## src/rtl/preamble_detector.sv

```systemverilog
// preamble_detector: hunts for the (5k+3) mod 16 preamble, locks, then forwards a fixed-length payload.
// Define PREAMBLE_ERR_TOL_EN to tolerate up to MAX_ERR preamble mismatches and report err_count.
module preamble_detector #(
   parameter int ADDR_WIDTH  = 11,
   parameter int PRE_LEN     = 64,
   parameter int PAYLOAD_LEN = 512,
   parameter int MAX_ERR     = 4
) (
   input  logic                  clock,
   input  logic                  reset,
   input  logic                  enable,
   input  logic                  mod_switch,
   input  logic                  valid_in,
   input  logic [3:0]            data_in,
   output logic                  ready_out,
   output logic [3:0]            data_out,
   output logic                  data_valid,
   output logic                  sop,
   output logic                  eop,
   output logic                  lock,
   output logic [ADDR_WIDTH-1:0] err_count
);
   typedef enum logic [1:0] {HUNT, CHECK, PAYLOAD} state_t;
   localparam logic [ADDR_WIDTH-1:0] K_ONE  = ADDR_WIDTH'(1);
   localparam logic [ADDR_WIDTH-1:0] K_LAST = ADDR_WIDTH'(PRE_LEN - 1);
   localparam logic [ADDR_WIDTH-1:0] P_LAST = ADDR_WIDTH'(PAYLOAD_LEN - 1);
   if (MAX_ERR >= PRE_LEN || PRE_LEN > 2**ADDR_WIDTH || PAYLOAD_LEN > 2**ADDR_WIDTH) begin : g_bad_cfg
      $error("preamble_detector: inconsistent parameters");
   end
   // 5k mod 16 only depends on the low nibble of k
   function automatic logic [3:0] pat(input logic [3:0] k, input logic m);
      logic [3:0] v;
      v = k * 4'd5 + 4'd3;
      return v ^ {4{m}};
   endfunction
   state_t                state_q, state_d;
   logic [ADDR_WIDTH-1:0] k_q, k_d, pidx_q, pidx_d;
   logic                  ms_q, ms_d;
   logic [3:0]            dout_q, dout_d;
   logic                  dv_q, dv_d, sop_q, sop_d, eop_q, eop_d, lock_q, lock_d;
   logic                  acc, hit0, miss, abort, last;
`ifdef PREAMBLE_ERR_TOL_EN
   logic [ADDR_WIDTH-1:0] cnt_q, cnt_d, errc_q, errc_d, cnt_nx;
   assign cnt_nx    = cnt_q + ADDR_WIDTH'(miss);
   assign abort     = miss && (cnt_q == ADDR_WIDTH'(MAX_ERR));
   assign err_count = errc_q;
`else
   assign abort     = miss;
   assign err_count = '0;
`endif
   assign acc        = valid_in && enable;
   assign hit0       = data_in == pat(4'd0, mod_switch);
   assign miss       = data_in != pat(k_q[3:0], ms_q);
   assign last       = pidx_q == P_LAST;
   assign ready_out  = enable;
   assign data_out   = dout_q;
   assign data_valid = dv_q;
   assign sop        = sop_q;
   assign eop        = eop_q;
   assign lock       = lock_q;
   always_comb begin
      state_d = state_q;
      k_d     = k_q;
      pidx_d  = pidx_q;
      ms_d    = ms_q;
      dout_d  = dout_q;
      dv_d    = 1'b0;
      sop_d   = 1'b0;
      eop_d   = 1'b0;
      lock_d  = lock_q;
`ifdef PREAMBLE_ERR_TOL_EN
      cnt_d   = cnt_q;
      errc_d  = errc_q;
`endif
      if (acc && state_q == HUNT) begin
         if (hit0) begin
            state_d = CHECK;
            ms_d    = mod_switch;
            k_d     = K_ONE;
`ifdef PREAMBLE_ERR_TOL_EN
            cnt_d   = '0;
`endif
         end
      end else if (acc && state_q == CHECK) begin
         if (abort) begin
            // the aborting nibble may itself be the start of a new preamble
            state_d = hit0 ? CHECK : HUNT;
            ms_d    = hit0 ? mod_switch : ms_q;
            k_d     = hit0 ? K_ONE : '0;
`ifdef PREAMBLE_ERR_TOL_EN
            cnt_d   = '0;
`endif
         end else if (k_q == K_LAST) begin
            state_d = PAYLOAD;
            lock_d  = 1'b1;
            k_d     = '0;
            pidx_d  = '0;
`ifdef PREAMBLE_ERR_TOL_EN
            errc_d  = cnt_nx;
            cnt_d   = '0;
`endif
         end else begin
            k_d     = k_q + K_ONE;
`ifdef PREAMBLE_ERR_TOL_EN
            cnt_d   = cnt_nx;
`endif
         end
      end else if (acc && state_q == PAYLOAD) begin
         dout_d  = data_in;
         dv_d    = 1'b1;
         sop_d   = pidx_q == '0;
         eop_d   = last;
         state_d = last ? HUNT : PAYLOAD;
         lock_d  = !last;
         pidx_d  = last ? '0 : pidx_q + K_ONE;
      end
   end
   always_ff @(posedge clock or negedge reset) begin
      if (!reset) begin
         state_q <= HUNT;
         k_q     <= '0;
         pidx_q  <= '0;
         ms_q    <= 1'b0;
         dout_q  <= '0;
         dv_q    <= 1'b0;
         sop_q   <= 1'b0;
         eop_q   <= 1'b0;
         lock_q  <= 1'b0;
`ifdef PREAMBLE_ERR_TOL_EN
         cnt_q   <= '0;
         errc_q  <= '0;
`endif
      end else begin
         state_q <= state_d;
         k_q     <= k_d;
         pidx_q  <= pidx_d;
         ms_q    <= ms_d;
         dout_q  <= dout_d;
         dv_q    <= dv_d;
         sop_q   <= sop_d;
         eop_q   <= eop_d;
         lock_q  <= lock_d;
`ifdef PREAMBLE_ERR_TOL_EN
         cnt_q   <= cnt_d;
         errc_q  <= errc_d;
`endif
      end
   end
endmodule
```

## config.mk

```make
export PLATFORM = sky130hd
export DESIGN_NAME = preamble_detector
export DESIGN_NICKNAME = d
export VERILOG_FILES = /design/src/rtl/preamble_detector.sv
export SDC_FILE = /design/constraint.sdc
export NUM_CORES = 1
export LEC_CHECK = 0
export ABC_AREA = 0
export CAP_MARGIN = 10
export CELL_PAD_IN_SITES_DETAIL_PLACEMENT = 1
export CELL_PAD_IN_SITES_GLOBAL_PLACEMENT = 1
export CORE_ASPECT_RATIO = 0.7
export CORE_MARGIN = 4
export CORE_UTILIZATION = 47
export CTS_BUF_LIST = sky130_fd_sc_hd__clkbuf_4 sky130_fd_sc_hd__clkbuf_8
export DETAILED_ROUTE_END_ITERATION = 10
export GPL_TIMING_DRIVEN = 0
export PLACE_DENSITY_LB_ADDON = 0.1
export SLEW_MARGIN = 20
export SYNTH_ARGS = -nofsm -noshare
export SYNTH_HDL_FRONTEND = slang
export SYNTH_SLANG_ARGS = --single-unit
```

## constraint.sdc

```tcl
create_clock -name clock -period 4 [get_ports clock]
set_input_delay 0.8 -clock clock [delete_from_list [all_inputs] [get_ports clock]]
set_output_delay 0.8 -clock clock [all_outputs]
set_load 0.02 [all_outputs]
```

==> flow_metrics.py <==
metrics = {
    "power_and_ir_drop": {
        "p_int_w": 0.000715,
        "swShare": 0.292,
        "power_frac_seq": 0.410,
        "ir_worst_vdd_mv": 0.238,
        "p_sw_w": 0.000294,
        "power.density_mw_per_mm2": 412,
        "leakage_nw": 1.14,
        "p_clk_frac": 0.370,
        "pwr-share-comb": 0.219,
    },
    "critical_path": {
        "cp-end-kind": "register",
        "critPathArrivalTime_ns": 3.23,
        "reg2reg_depth": 7,
        "r2r_start": "k_q[0]$_DFFE_PN0P_",
        "cp_max_fo": 8,
        "crit_chain": "ha_1, fa_1, xor2_1, nor4_1, o21ai_0, o32ai_1, o22ai_1",
        "r2r_slack_ns": 0.90,
        "critPathBufInv": 0,
        "cp-start-kind": "register",
        "cp.depth": 7,
        "worstSetupPathType": "reg2reg",
        "cp.required_ns": 4.13,
        "cp_slowest_cell": "o32ai_1",
        "r2r_end": "lock$_DFFE_PN0P_",
        "endpoint": "lock$_DFFE_PN0P_",
        "crit_family": "compound AO/OA/AOI/OAI gates",
        "max_stage_delay_ns": 0.57,
        "setup.worst_path.start": "k_q[0]$_DFFE_PN0P_",
    },
    "timing": {
        "fmax_mhz": 323,
        "worst_pin_slew_ns": 0.780,
        "post-route-min-period_ns": 3.10,
        "drv_slew": 0,
        "worst_slack_ns": 0.902,
        "slew_headroom": 0.475,
        "finalCritPeriodShare": 0.775,
        "finalSetupViolCount": 0,
        "rsz0062_at_grt": "no",
        "hold_viol_final": 0,
        "fin_tns_setup_ns": 0,
        "clock_skew_ns": 0.00718,
    },
    "synthesis": {
        "avgSynthCellArea_um2": 9.52,
        "ys_seq_area_frac": 0.409,
        "syn_area_mm2": 0.00202,
        "yosysUniqueCellTypes": 56,
        "synth_simple_gate_area_frac": 0.258,
        "synth_adder_area_share": 0.0409,
        "synth_ff_type": "dfrtp_1",
        "yosys_warnings": 0,
        "ys_ff_latch": 33,
        "synth-xor-area-share": 0.0719,
        "synth_edf_count": 0,
        "syn_inst": 212,
        "muxShareOfSynthArea": 0.0254,
        "synthArstFlopShare": 1.00,
        "synth_compound_area_frac": 0.115,
        "synth_top_family_by_area": "simple AND/OR/NAND/NOR gates",
    },
    "floorplan": {
        "io-pin-count": 29,
        "die_h_um": 62.8,
        "start_util": 0.502,
        "core.rowCount": 19,
        "die-area_mm2": 0.00542,
        "die_x_um": 86.3,
        "core-area_mm2": 0.00402,
    },
    "routing": {
        "drt-total-wl_um": 5130,
        "viasPerCell": 5.72,
        "drc_errors": 0,
        "drt_pre_antenna_iters": 5,
        "via_count": 1716,
        "wl_per_cell_um": 17.1,
        "final_antenna_net_count": 0,
        "first_iter_violations": 111,
    },
    "clocking": {
        "clk_pin_slew_ns": 0.07,
        "insertion_delay_ns": 0.28,
        "cts_resized": 0,
        "cts_tree": "done",
        "clock_tree.root_cell": "clkbuf_8",
        "numCtsBuffers": 5,
        "cts_sinks": 33,
        "cts_setup_buffers": 0,
        "htreeDepth": 2,
        "hold_buffers": 0,
        "cts_buffer_depth": 2,
    },
    "global_route": {
        "grt_pass1_wl_um": 9050,
        "grt_pass1_vias": 1890,
        "grtUsageTotal": 0.209,
        "antenna_found_initial": 0,
        "grt_start_max_net_pins": 22,
        "overflow": 0,
    },
    "final_layout": {
        "fin_nets": 262,
        "antennaDiodeCount": 0,
        "layout-drive-gt1-share": 0.133,
        "fin_cells": 300,
        "syn_to_final_growth_pct": 21.3,
        "fin_area_mm2": 0.00245,
    },
    "place": {
        "place_area_mm2": 0.00231,
        "post-place-ws_ns": 0.957,
        "port-buffer-count": 17,
        "gp_congestion": 0.842,
        "dp_cells": 292,
        "dp_hpwl_um": 3940,
    },
    "run_status": {
        "outcome": "completed",
    },
    "job": {
        "maxCapViolCount": 0,
    },
    "min_path": {
        "hold_class": "in2async",
    },
}
## flip-flops by register name, summed over array words and instances (netlist names)
name	count
data_out	4
data_valid	1
eop	1
k_q	11
lock	1
ms_q	1
pidx_q	11
sop	1
state_q	2
## cells in the mapped netlist (2+ instances only)
master,instances,area [um2]
ha_1,5,62.6
or4_1,2,15.0
nand3_1,13,65.1
dfrtp_1,33,826
nand4_1,4,25.0
mux2i_1,4,40.0
buf_2,2,10.0
or3_1,3,18.8
xor2_1,5,43.8
o211ai_1,3,22.5
a21oi_1,7,35.0
and3_1,2,12.5
nand4b_1,4,35.0
nand2_1,19,71.3
inv_1,11,41.3
buf_4,12,90.1
nor3_1,5,25.0
nor4_1,6,37.5
a31oi_1,4,25.0
nor2_1,19,71.3
nor3b_1,3,22.5
xnor2_1,9,78.8
o21ai_0,4,20.0
## power groups by stage
stage | clock [W] | combinational (W) | sequential, W
floorplan | 0 | 0.000140 | 0.000417
global placement | 0 | 0.000201 | 0.000416
detailed placement | 0 | 0.000218 | 0.000418
CTS | 0.000380 | 0.000221 | 0.000412
global route | 0.000401 | 0.000245 | 0.000422
finish | 0.000374 | 0.000221 | 0.000414
## per-layer routing
layer,global-route usage,wire length (um),up-vias
met4,0.0739,89,0
met5,0,0,-
met3,0.0553,269,10
met2,0.322,2300,51
li1,-,-,805
met1,0.283,2470,850
## layout make-up
cell class,instances,area (um2)
Timing Repair Buffer,18,193
Fill cell,451,1570
Multi-Input combinational cell,162,1070
Sequential cell,33,826
Buffer,16,115
Clock inverter,3,65.1
Tap cell,52,65.1
Inverter,11,41.3
Clock buffer,5,68.8
## logic make-up after synthesis
group	count (synthesis)
mux	5
xor+xnor	15
fa+ha+maj	6
other cells	1
compound gates	31
simple gates	94
buf+inv	27
flops	33
## metrics by stage
| stage | power, W | hold WS (ns) | utilization |
|---|---|---|---|
| 6_report | 0.00101 | 0.414 | 0.609 |
| 5_1_grt | 0.00107 | 0.431 | 0.609 |
| 4_1_cts | 0.00101 | 0.414 | 0.609 |
| 3_5_place_dp | 0.000636 | 0.477 | 0.576 |
| 3_3_place_gp | 0.000616 | 0.459 | 0.570 |
| 2_1_floorplan | 0.000557 | 0.486 | - |
## worst min path at each step
stage | endpoint | slack [ns]
2_1_floorplan | pidx_q[9]$_DFFE_PN0P_ | 0.49
3_3_place_gp | data_out[3]$_DFFE_PN0P_ | 0.46
3_5_place_dp | data_out[2]$_DFFE_PN0P_ | 0.48
4_1_cts | pidx_q[5]$_DFFE_PN0P_ | 0.41
5_1_grt | k_q[5]$_DFFE_PN0P_ | 0.43
6_report | k_q[5]$_DFFE_PN0P_ | 0.41
## placed cells by master, fill, tap and decap left out, types with 2 or more instances in the layout
master and n:
nand4_1 4, o21ai_0 4, clkbuf_8 5, buf_4 12
xor2_1 5, nand4b_1 4, nor2_1 19, conb_1 11
xnor2_1 9, nor4_1 6, dfrtp_1 33, buf_2 3
mux2i_1 4, or4_1 2, bufinv_16 2, and3_1 2
a21oi_1 7, clkdlybuf4s50_1 16, nand2_1 19, or3_1 3
inv_1 11, o211ai_1 3, nor3_1 5, a31oi_1 4
nand3_1 13, nor3b_1 3, ha_1 5
Power figures use the tool's default switching activity.
